[config.mk]
export PLATFORM = sky130hd
export DESIGN_NAME = text_writer
export DESIGN_NICKNAME = d
export VERILOG_FILES = /design/src/rtl/text_pkg.sv /design/src/rtl/text_cursor.sv /design/src/rtl/text_writer.sv
export SDC_FILE = /design/constraint.sdc
export NUM_CORES = 1
export LEC_CHECK = 0
export ABC_AREA = 1
export BUFFER_PORTS_ARGS = -buffer_cell sky130_fd_sc_hd__buf_4
export CAP_MARGIN = 30
export CORE_MARGIN = 3
export CORE_UTILIZATION = 40
export CTS_CLUSTER_DIAMETER = 60
export DETAILED_ROUTE_END_ITERATION = 16
export GPL_TIMING_DRIVEN = 0
export HOLD_SLACK_MARGIN = 0.06
export SYNTH_ARGS = -nofsm -noshare
export SYNTH_HDL_FRONTEND = slang
export SYNTH_SLANG_ARGS = --single-unit
[constraint.sdc]
create_clock -name clk -period 1.9 [get_ports clk]
set_clock_uncertainty 0.1 [all_clocks]
set_input_delay 0.19 -clock clk [delete_from_list [all_inputs] [get_ports clk]]
set_output_delay 0.19 -clock clk [all_outputs]
set_load 0.02 [all_outputs]
[src/rtl/text_pkg.sv]
// Shared constants, control codes and state/command encodings for the text
// display writer and its test benches.
package text_pkg;

  localparam int COLS         = 70;
  localparam int ROWS         = 30;
  localparam int SCREEN_CELLS = COLS * ROWS;

  localparam logic [7:0] ASCII_CR = 8'h0D;
  localparam logic [7:0] ASCII_BS = 8'h08;
  localparam logic [7:0] ASCII_FF = 8'h0C;
  localparam logic [7:0] ASCII_SP = 8'h20;

  typedef enum logic [1:0] {
    IDLE,
    WRITE,
    CLEAR_ROW,
    CLEAR_ALL
  } writer_state_t;

  typedef enum logic [2:0] {
    CUR_NONE,
    CUR_INC,
    CUR_DEC,
    CUR_NEWLINE,
    CUR_HOME
  } cursor_cmd_t;

endpackage

[src/rtl/text_cursor.sv]
// Row/column cursor with a running row base, so the linear address never
// needs a multiply, divide or modulo.
module text_cursor #(
  parameter int COLS   = text_pkg::COLS,
  parameter int ROWS   = text_pkg::ROWS,
  parameter int ADDR_W = 12
) (
  input  logic                  clk,
  input  logic                  reset_n,
  input  text_pkg::cursor_cmd_t cmd,
  output logic [ADDR_W-1:0]     cursor,
  output logic [ADDR_W-1:0]     row_base,
  output logic                  at_eol,
  output logic                  last_row,
  output logic                  at_home
);
  import text_pkg::*;

  localparam int CW = $clog2(COLS);
  localparam int RW = $clog2(ROWS);

  logic [CW-1:0]     col;
  logic [RW-1:0]     row;
  logic [ADDR_W-1:0] next_base;

  assign at_eol    = (col == CW'(COLS - 1));
  assign last_row  = (row == RW'(ROWS - 1));
  assign at_home   = (cursor == '0);
  assign next_base = last_row ? '0 : row_base + ADDR_W'(COLS);

  always_ff @(posedge clk or negedge reset_n) begin
    if (!reset_n) begin
      col      <= '0;
      row      <= '0;
      row_base <= '0;
      cursor   <= '0;
    end else begin
      case (cmd)
        CUR_INC: begin
          if (at_eol) begin
            col      <= '0;
            row      <= last_row ? '0 : row + RW'(1);
            row_base <= next_base;
            cursor   <= next_base;
          end else begin
            col    <= col + CW'(1);
            cursor <= cursor + ADDR_W'(1);
          end
        end
        CUR_NEWLINE: begin
          col      <= '0;
          row      <= last_row ? '0 : row + RW'(1);
          row_base <= next_base;
          cursor   <= next_base;
        end
        CUR_DEC: begin
          // Stepping back over a row boundary lands on base-1, the previous row's last cell.
          if (col != '0) begin
            col    <= col - CW'(1);
            cursor <= cursor - ADDR_W'(1);
          end else if (row != '0) begin
            row      <= row - RW'(1);
            col      <= CW'(COLS - 1);
            row_base <= row_base - ADDR_W'(COLS);
            cursor   <= cursor - ADDR_W'(1);
          end
        end
        CUR_HOME: begin
          col      <= '0;
          row      <= '0;
          row_base <= '0;
          cursor   <= '0;
        end
        default: ;
      endcase
    end
  end

endmodule

[src/rtl/text_writer.sv]
// Keyboard-side writer: consumes ASCII codes and drives the character RAM
// write port, handling CR, BS, FF, line wrap and row clearing.
module text_writer #(
  parameter int COLS   = text_pkg::COLS,
  parameter int ROWS   = text_pkg::ROWS,
  parameter int ADDR_W = 12
) (
  input  logic              clk,
  input  logic              reset_n,
  input  logic              ascii_valid,
  input  logic [7:0]        ascii,
  output logic              ready,
  output logic              wr_en,
  output logic [ADDR_W-1:0] wr_addr,
  output logic [7:0]        wr_data,
  output logic [ADDR_W-1:0] cursor
);
  import text_pkg::*;

  localparam int CW    = $clog2(COLS);
  localparam int CELLS = COLS * ROWS;

  writer_state_t     state, next_state;
  cursor_cmd_t       cmd;
  logic [ADDR_W-1:0] row_base, next_base;
  logic              at_eol, last_row, at_home;
  logic              printable, bs_write;
  logic [CW-1:0]     clr_cnt, clr_cnt_d;
  logic              wrap_q, wrap_d, bs_q, bs_d;
  logic              wr_en_d;
  logic [ADDR_W-1:0] wr_addr_d;
  logic [7:0]        wr_data_d;

  text_cursor #(.COLS(COLS), .ROWS(ROWS), .ADDR_W(ADDR_W)) u_cursor (
    .clk      (clk),
    .reset_n  (reset_n),
    .cmd      (cmd),
    .cursor   (cursor),
    .row_base (row_base),
    .at_eol   (at_eol),
    .last_row (last_row),
    .at_home  (at_home)
  );

  assign ready     = (state == IDLE);
  assign printable = (ascii >= ASCII_SP) && (ascii <= 8'h7E);
  assign bs_write  = (ascii == ASCII_BS) && !at_home;
  assign next_base = last_row ? '0 : row_base + ADDR_W'(COLS);

  always_ff @(posedge clk or negedge reset_n) begin
    if (!reset_n) state <= IDLE;
    else          state <= next_state;
  end

  always_comb begin
    next_state = state;
    case (state)
      IDLE: begin
        if (ascii_valid) begin
          if (printable || bs_write)    next_state = WRITE;
          else if (ascii == ASCII_CR)   next_state = CLEAR_ROW;
          else if (ascii == ASCII_FF)   next_state = CLEAR_ALL;
        end
      end
      WRITE:     next_state = wrap_q ? CLEAR_ROW : IDLE;
      CLEAR_ROW: if (clr_cnt == CW'(COLS - 1)) next_state = IDLE;
      CLEAR_ALL: if (wr_addr == ADDR_W'(CELLS - 1)) next_state = IDLE;
      default:   next_state = IDLE;
    endcase
  end

  // The cursor moves only when the operation's final write retires, so a
  // wrapping character holds the cursor until its new row is fully cleared.
  always_comb begin
    wr_en_d   = 1'b0;
    wr_addr_d = wr_addr;
    wr_data_d = wr_data;
    clr_cnt_d = clr_cnt;
    wrap_d    = wrap_q;
    bs_d      = bs_q;
    cmd       = CUR_NONE;
    case (state)
      IDLE: begin
        if (ascii_valid) begin
          if (printable) begin
            wr_en_d   = 1'b1;
            wr_addr_d = cursor;
            wr_data_d = ascii;
            wrap_d    = at_eol;
            bs_d      = 1'b0;
          end else if (ascii == ASCII_CR) begin
            wr_en_d   = 1'b1;
            wr_addr_d = next_base;
            wr_data_d = ASCII_SP;
            clr_cnt_d = '0;
          end else if (ascii == ASCII_FF) begin
            wr_en_d   = 1'b1;
            wr_addr_d = '0;
            wr_data_d = ASCII_SP;
          end else if (bs_write) begin
            wr_en_d   = 1'b1;
            wr_addr_d = cursor - ADDR_W'(1);
            wr_data_d = ASCII_SP;
            wrap_d    = 1'b0;
            bs_d      = 1'b1;
          end
        end
      end
      WRITE: begin
        if (wrap_q) begin
          wr_en_d   = 1'b1;
          wr_addr_d = next_base;
          wr_data_d = ASCII_SP;
          clr_cnt_d = '0;
        end else begin
          cmd = bs_q ? CUR_DEC : CUR_INC;
        end
      end
      CLEAR_ROW: begin
        if (clr_cnt == CW'(COLS - 1)) begin
          cmd = CUR_NEWLINE;
        end else begin
          wr_en_d   = 1'b1;
          wr_addr_d = wr_addr + ADDR_W'(1);
          clr_cnt_d = clr_cnt + CW'(1);
        end
      end
      CLEAR_ALL: begin
        if (wr_addr == ADDR_W'(CELLS - 1)) begin
          cmd = CUR_HOME;
        end else begin
          wr_en_d   = 1'b1;
          wr_addr_d = wr_addr + ADDR_W'(1);
        end
      end
      default: ;
    endcase
  end

  always_ff @(posedge clk or negedge reset_n) begin
    if (!reset_n) begin
      wr_en   <= 1'b0;
      wr_addr <= '0;
      wr_data <= '0;
      clr_cnt <= '0;
      wrap_q  <= 1'b0;
      bs_q    <= 1'b0;
    end else begin
      wr_en   <= wr_en_d;
      wr_addr <= wr_addr_d;
      wr_data <= wr_data_d;
      clr_cnt <= clr_cnt_d;
      wrap_q  <= wrap_d;
      bs_q    <= bs_d;
    end
  end

endmodule

==> results by stage, run 1 <==
Status:
- The flow ran to the end, but the final reports show violations.
- The final reports fail on negative setup slack.

Critical path:
- The cell depth of the worst setup path is 10.
- The depth of the worst register-to-register path is 10.
- The critical path in this run is classified as reg -> reg.
- The endpoint required time on the critical path is a little over 2000 ps.
- The reg-to-reg endpoint is u_cursor.col[4]$_DFFE_PN0P_.
- The cell with the biggest individual delay on the critical path is dfrtp_2.
- On the worst path, the slowest cell contributes a delay of 430 ps.
- The signal arrival time at the worst endpoint is ~2200 ps.
- The worst setup path is captured at a register.
- The count of buffer and inverter cells on the critical path is 2.
- In this run the worst setup path begins at wr_addr[0]$_DFFE_PN0P_.
- The worst register-to-register path begins at wr_addr[0]$_DFFE_PN0P_.
- In this design, the critical path's most frequently occurring cell is buf_6.
- The worst register-to-register path has a setup slack of -120 ps.
- The worst-path maximum fanout is 6.
- STA classifies the critical path startpoint as a register.
- Following the worst setup path forward leads to its endpoint at u_cursor.col[4]$_DFFE_PN0P_.
- Traced cell by cell, the critical path runs through ha_4, nand2_4, nor3_4, nand4_1, nand2_2, buf_6, o21ai_4, buf_6, nor2_1, a22oi_1.
- Among cell families on the critical path, the largest total delay comes from simple AND/OR/NAND/NOR gates.

Detailed routing:
- After detailed routing, the average wire length per cell comes to ~17 µm.
- The post-detailed-route count of antenna-violating nets is 0.
- The number of remaining DRC errors is 0.
- After the first detailed-routing iteration, the DRC count stood at 572.
- The routed design has approximately 19000 µm of wire.
- The via count normalized by instance count is between 5 and 6.
- The first TritonRoute pass finished after 5 iterations.
- The final route contains between 6000 and 7000 vias.

Clock tree:
- In this run the number of H-tree levels came out at 3.
- The number of clock sinks is 68.
- The number of clock buffers added by TritonCTS is 9.
- After clock tree synthesis, the clock-pin slew on the worst setup and hold paths is about 60 ps.
- For the worst-skew pair, the clock arrives at the later sink with an insertion delay of around 350 ps.
- The cell sitting at the root of the clock tree is a clkbuf_16.
- TritonCTS built the clock tree.
- No sink is reached through more buffers than the 2 on the longest clock path.

Finish:
- At the end of the flow, the number of nets in the layout was slightly above 1000.
- 0 antenna diodes ended up in the layout.
- Cells with a size suffix above 1 make up 28.4% of the layout.
- Compared with the post-synthesis result, the final layout area differs by 32.8%.
- Excluding fillers, the count of instances in the completed layout stands at between 1000 and 1500.

Logic synthesis:
- In the synthesized netlist the async set-or-reset flop fraction comes to 100%.
- The synthesized netlist net count is between 900 and 1000.
- The leading register cell type out of synthesis is dfrtp_1.
- The dominant combinational cell family by area after synthesis is simple AND/OR/NAND/NOR gates.
- Synthesis inferred 68 register bits.
- The total of warnings raised by yosys is 0.
- The fraction of the mapped netlist area in adder cells is 3.08%.
- After Yosys synthesis, XOR and XNOR cells account for 3.85% of the synthesized area.
- Yosys mapped a number of flops with a built-in enable equal to 0.
- In this run, distinct cell masters in the synthesized netlist total 44.
- The post-synthesis instance total is just under 900.
- The cell area after technology mapping is between 0.005 and 0.006 mm².
- The portion of netlist area occupied by mux cells is 0%.
- The simple-gate share of the synthesized area is a little under two fifths.
- The mean instance size in the synthesized netlist is approximately 6.5 µm².
- Summing the sequential cell areas from Yosys gives between 20% and 30% of the chip area.
- The synthesized netlist devotes between 10% and 20% of its cell area to compound gates.

STA:
- The worst hold slack is roughly 65 ps.
- The worst path setup slack after routing is -118 ps.
- Based on the critical path, the design can be clocked at up to approximately 500 MHz.
- For the pin with the worst max-slew slack, the measured transition is around 940 ps.
- The number of pins with negative max-slew slack in the final report is 0.
- Setup total negative slack on the finished layout was measured at -2670 ps.
- The smallest clock period supported by the final layout is computed as between 2000 and 2500 ps.
- In this run the tightest slew margin relative to its limit is a little under two fifths.
- The final setup violation count is 40.
- The hold violation total from the final report came to 0.
- The part of the cycle the worst path needs is 106%.
- Setup repair after global routing could not meet its margin everywhere.

Pwr:
- The total power density per cell area is approximately 440 mW/mm².
- The total leakage power is 0.00374 µW.
- VDD sags by at most between 400 and 500 µV.

Floorplan:
- During I/O placement, the number of pins put on the boundary was between 40 and 50.
- The die covers approximately 0.016 mm².
- The area of the placeable core is approximately 0.014 mm².
- The die height is approximately 130 µm.
- The floorplan has 42 rows.
- In this run the horizontal extent of the chip is between 100 and 150 µm.
- For this configuration, the core starts out at a cell density of 41.9%.

GRT:
- The global-route total usage across every layer is between 20% and 30%.
- The wire length of the first global-routing pass is just over 30000 µm.
- Entering global routing, the biggest net connects 69 pins.
- The initial antenna violation count is 0.
- The via count of the first global-routing pass is between 5000 and 6000.
- The remaining global-route overflow is 0.

Placed design:
- The number of placed instances with taps included is ~1100.
- Before CTS, the worst setup slack after placement is -580 ps.
- At the end of routability-driven placement, the weighted congestion stood at about 0.95.
- The number of I/O port buffers is 44.
- The detailed placer's ending HPWL is between 10000 and 15000 µm.

Worst hold path:
- The type of the worst min-delay path is in -> reg.

Job:
- Max-cap violations in this run came to 0.
repair_timing:
item | in CTS | in global routing
setup buffers | 34 | 17
gates resized for setup | 82 | 84
gates cloned | 3 | 1
hold buffers | 4 | 0
hold endpoints to repair | 71 | 0
pin swaps | 17 | 26
setup endpoints to repair | 62 | 60
final cells by class:
class,instances,area (µm²)
multi-input cells,676,3830
clock inverters,6,63.8
inverters,103,417
repair buffers,105,846
clock buffers,10,239
fillers,1362,6010
well taps,176,220
flip-flops and latches,68,1720
plain buffers,26,214
cell usage after synthesis (11+ instances only):
master,instances,area (µm²)
o21ai_2,11,96.3
o21ai_0,65,325
nand3_1,95,475
buf_2,15,75.1
xor2_1,22,193
nand2_1,224,841
ha_1,14,175
inv_1,90,338
nor3_1,14,70.1
nor2_1,110,413
a21oi_1,26,130
nand4_1,13,81.3
dfrtp_1,68,1700
report_power, final:
group | switching (µW) | internal, µW
clock network | 695 | 1050
registers | 0 | 1450
logic | 67.7 | 33.9
total | 763 | 2530
worst reg2reg max path, stage by stage (launching register included):
cell and delay (ps):
dfrtp_2 430, ha_4 180, nand2_4 80, nor3_4 50
nand4_1 180, nand2_2 140, buf_6 150, o21ai_4 250
buf_6 200, nor2_1 50, a22oi_1 130
metrics by stage:
step                      total power (µW)  area (µm²)  util, %
after detailed placement              1560        6260     46.2
after floorplan                       1500        5700        -
after global placement                1560        6250     46.1
after global routing                  3400        7550     55.7
after CTS                             3330        7120     52.5
final                                 3290        7550     55.7
placed cells by master, fill, tap and decap left out, types with 7 or more instances in the layout:
master and instances:
nand4_1 13, a22oi_1 7, xor2_1 22, nand2_1 204
inv_1 79, buf_4 94, o21ai_0 57, buf_6 16
o21ai_1 14, a21oi_1 21, dfrtp_1 55, nand3_1 86
ha_1 9, nor3_1 12, nand2_2 20, a31oi_1 7
dfrtp_2 13, buf_2 7, nor2_4 12, o22ai_1 10
inv_2 15, clkbuf_16 9, nor2_2 15, o21ai_2 14
nor2_1 93
flip-flops by register name, summed over array words and instances (netlist names):
| register | flops |
|---|---|
| u_cursor.col | 7 |
| u_cursor.row | 5 |
| u_cursor.cursor | 12 |
| wr_addr | 12 |
| wr_en | 1 |
| clr_cnt | 7 |
| u_cursor.row_base | 12 |
| bs_q | 1 |
| wrap_q | 1 |
| wr_data | 8 |
| state | 2 |
routing by layer:
layer / up-vias / GRT usage (%) / wire length (µm)
met5: - / 0 / 0
li1: 3104 / - / -
met3: 26 / 4.05 / 1300
met4: 0 / 6.82 / 391
met1: 2933 / 33.0 / 8470
met2: 231 / 39.0 / 9180
cell families after synthesis:
group / count (synthesis)
compound gates: 148
xor+xnor: 25
flops: 68
fa+ha+maj: 14
simple gates: 489
buf+inv: 132
worst min-delay path by stage:
| stage | from | to | slack [ps] | cells after the start |
|---|---|---|---|---|
| 5_1_grt | ascii[1] | wr_data[1]$_DFFE_PN0P_ | 90 | 3 |
| 3_5_place_dp | reset_n | clr_cnt[3]$_DFFE_PN0P_ | 290 | 1 |
| 3_3_place_gp | reset_n | clr_cnt[3]$_DFFE_PN0P_ | 280 | 1 |
| 2_1_floorplan | reset_n | bs_q$_DFFE_PN0P_ | -210 | 0 |
| 4_1_cts | ascii[1] | wr_data[1]$_DFFE_PN0P_ | 70 | 3 |
| 6_report | ascii[1] | wr_data[1]$_DFFE_PN0P_ | 70 | 3 |
Note: power is estimated with default switching activity, not from simulation.
==> inputs of run 2 (changes only) <==
- CORE_MARGIN: 3 -> 2
- HOLD_SLACK_MARGIN: 0.06 -> default
==> run 2 against run 1 <==
  * The flow still finishes with violations (negative setup slack)
  * First-iteration DRC count down 8.7%
  * Final cell count increased by 0.85%
  * Non-clock buffer count increased by 4
==> results by stage, run 2 (synthesized netlist as in run 1, its figures left out) <==
Status:
- The flow ran to the end, but the final reports show violations.
- The final reports fail on negative setup slack.

Pwr:
- The switching power is between 700 and 800 µW.
- Power spread over the standard cell area amounts to approximately 430 mW/mm².
- The combinational share of power is 2.7%.
- VDD sags by at most between 400 and 500 µV.
- The total leakage power is roughly 0.0038 µW.
- Net switching is 23.5% of the power.
- The clock share of power is roughly 53%.
- The internal power is roughly 2500 µW.
- Of the total power, registers draw approximately 44%.

Clock tree:
- The number of clock sinks is 68.
- The H-tree was split into 3 levels.
- The maximum buffer depth of the clock tree is 2.
- The TritonCTS clock tree is yes.
- The clock edge transition at the registers on the reported setup and hold paths is roughly 60 ps.
- The root buffer cell is clkbuf_16.
- Clock tree synthesis inserted a total of 9 buffers.
- The clock latency at the later pin of the worst-skew pair is 350 ps.

STA:
- The number of pins with negative max-slew slack in the final report is 0.
- The routed design could run at a clock period as short as slightly above 2000 ps.
- The worst path setup slack after routing is -150 ps.
- The worst hold slack is between 20 and 25 ps.
- The final setup violation count is 37.
- Setup repair after global routing could not meet its margin everywhere.
- The hold violation total from the final report is 0.
- In the finished design, the share of the clock period the worst path needs comes to 108%.
- The relative slew slack is approximately 33%.
- The pin slew with the least headroom to its limit is around 1000 ps.
- For this run, the top clock speed supported by timing is 488 MHz.

GRT:
- The initial antenna violation count is 0.
- Entering global routing, the biggest net connects 69 pins.
- The wire length of the first global-routing pass is between 20000 and 30000 µm.
- The global-route total usage across every layer is between 20% and 30%.
- Summed over all layers, the global routing overflow is 0.
- The via count of the first global-routing pass is 5649.

Critical path:
- The category of the critical setup timing path is reg -> reg.
- Data on the critical path arrives at its endpoint at between 2000 and 2500 ps.
- At the worst endpoint, the required time is 2080 ps.
- The kind of end point of the critical path is a register.
- The worst setup path is launched from a register.
- The worst-path maximum fanout is 6.

Finish:
- Of the cells placed in the final design, the portion with a size suffix greater than 1 is between 30% and 40%.
- The library cell used most frequently in the layout, excluding fill and tap cells, is nand2_1.
- In the final layout, the registers with the most flip-flops are u_cursor.cursor x12, u_cursor.row_base x12, wr_addr x12.
- The final net count is 1020.
- In the layout the commonest cells are nand2_1 (196), buf_4 (103), nor2_1 (87).
- Relative to the synthesized area, the layout overhead comes to 36.4%.
- The count of inserted antenna diode cells is 0.
- The post-route non-filler standard cell count is 1180.

Placed design:
- The number of I/O port buffers is 44.
- The detailed placer's ending HPWL is roughly 13000 µm.
- The number of placed instances with taps included is around 1100.
- The congestion estimate from routability-driven global placement came to 0.957.

Detailed routing:
- Dividing the detail-routed wire length by the instance count gives 16.2 µm.
- The number of DRC violations after detailed-routing iteration 0 is about 520.
- The via count normalized by instance count is 5.38.
- The number of remaining DRC errors is 0.
- For this run, the detailed router's first-pass iteration total came to 6.
- The total detailed-routing wirelength is 19100 µm.
- The total vias in the final route is 6344.
- The post-detailed-route count of antenna-violating nets is 0.

Floorplan:
- The area enclosed by the die boundary is approximately 0.015 mm².
- The die is between 100 and 150 µm wide.
- The die height is about 120 µm.
- For this design the top-level I/O count stands at 45.
- The number of cell rows is 43.
- The region available for standard cell placement spans around 0.014 mm².
- For this configuration, the core starts out at a cell density of 40.9%.

Worst hold path:
- The path class of the tightest hold or removal check is in -> reg.

Job:
- The max-capacitance violation count is 0.
==> run 2: cell count changes in the layout (fill, tap and decap cells not counted), sizes merged <==
cell	before	now
dlygate4sd3	4	1
clkinv	4	6
buf	121	128
inv	102	101
nand2	230	231
==> run 2: timing repair <==
action	4_1_cts	5_1_grt
endpoints found under the hold margin	68	0
cloned	2	5
resized for setup	62	148
pin swaps	16	34
hold buffers	1	0
setup endpoints to repair	63	61
setup buffers	25	34
==> run 2: worst max-delay path: stages (launching register included) <==
cell,delay [ps]
dfrtp_2,460
nor3_4,230
nand4_1,260
nand2_2,190
o21ai_4,90
nor3_4,200
buf_6,170
buf_6,130
nand2_2,60
o21ai_1,70
==> run 2: per-stage QoR <==
step                      power [µW]  utilization (%)  TNS (ps)  cell area (µm²)  setup WS (ps)
after floorplan                 1500                -         0             5700           2.74
after global placement          1560             45.1    -19680             6260           -633
after detailed placement        1560             45.1    -19530             6260           -610
after CTS                       3310             50.3     -4740             6990           -162
after global routing            3390             55.9     -7220             7750           -231
final                           3300             55.9     -3470             7750           -150
==> run 2: power by group through the flow <==
stage / combinational, µW / sequential, µW / clock [µW]
CTS: 92.9 / 1450 / 1770
floorplan: 27.5 / 1480 / 0
global route: 103 / 1450 / 1840
detailed placement: 90.3 / 1470 / 0
finish: 90.4 / 1450 / 1760
global placement: 89.3 / 1470 / 0
==> run 2: final timing paths <==
kind	from	end	slack (ps)	cells after the start
hold reg to reg	wr_data[7]$_DFFE_PN0P_	wr_data[7]$_DFFE_PN0P_	380	2
setup reg to reg	u_cursor.col[5]$_DFFE_PN0P_	u_cursor.row_base[9]$_DFFE_PN0P_	-150	9
min in group asynchronous	reset_n	clr_cnt[3]$_DFFE_PN0P_	410	2
setup / recovery	u_cursor.col[5]$_DFFE_PN0P_	u_cursor.row_base[9]$_DFFE_PN0P_	-150	9
hold / removal	ascii[3]	wr_data[3]$_DFFE_PN0P_	20	3
max in group asynchronous	reset_n	u_cursor.cursor[9]$_DFFE_PN0P_	620	2
==> run 2: final cells by class <==
class | instances | area, µm²
Inverter | 103 | 424
Timing Repair inverter | 1 | 5.00
Buffer | 25 | 218
Clock inverter | 6 | 63.8
Multi-Input combinational cell | 677 | 3950
Fill cell | 1332 | 6130
Timing Repair Buffer | 110 | 907
Sequential cell | 68 | 1720
Tap cell | 180 | 225
Clock buffer | 10 | 239
==> run 2: metal layers <==
metal,up-vias,wire (µm),global-route usage (%)
met4,0,514,9.30
li1,3107,-,-
met3,38,961,3.83
met2,190,9140,39.6
met5,-,0,0
met1,3009,8530,33.4
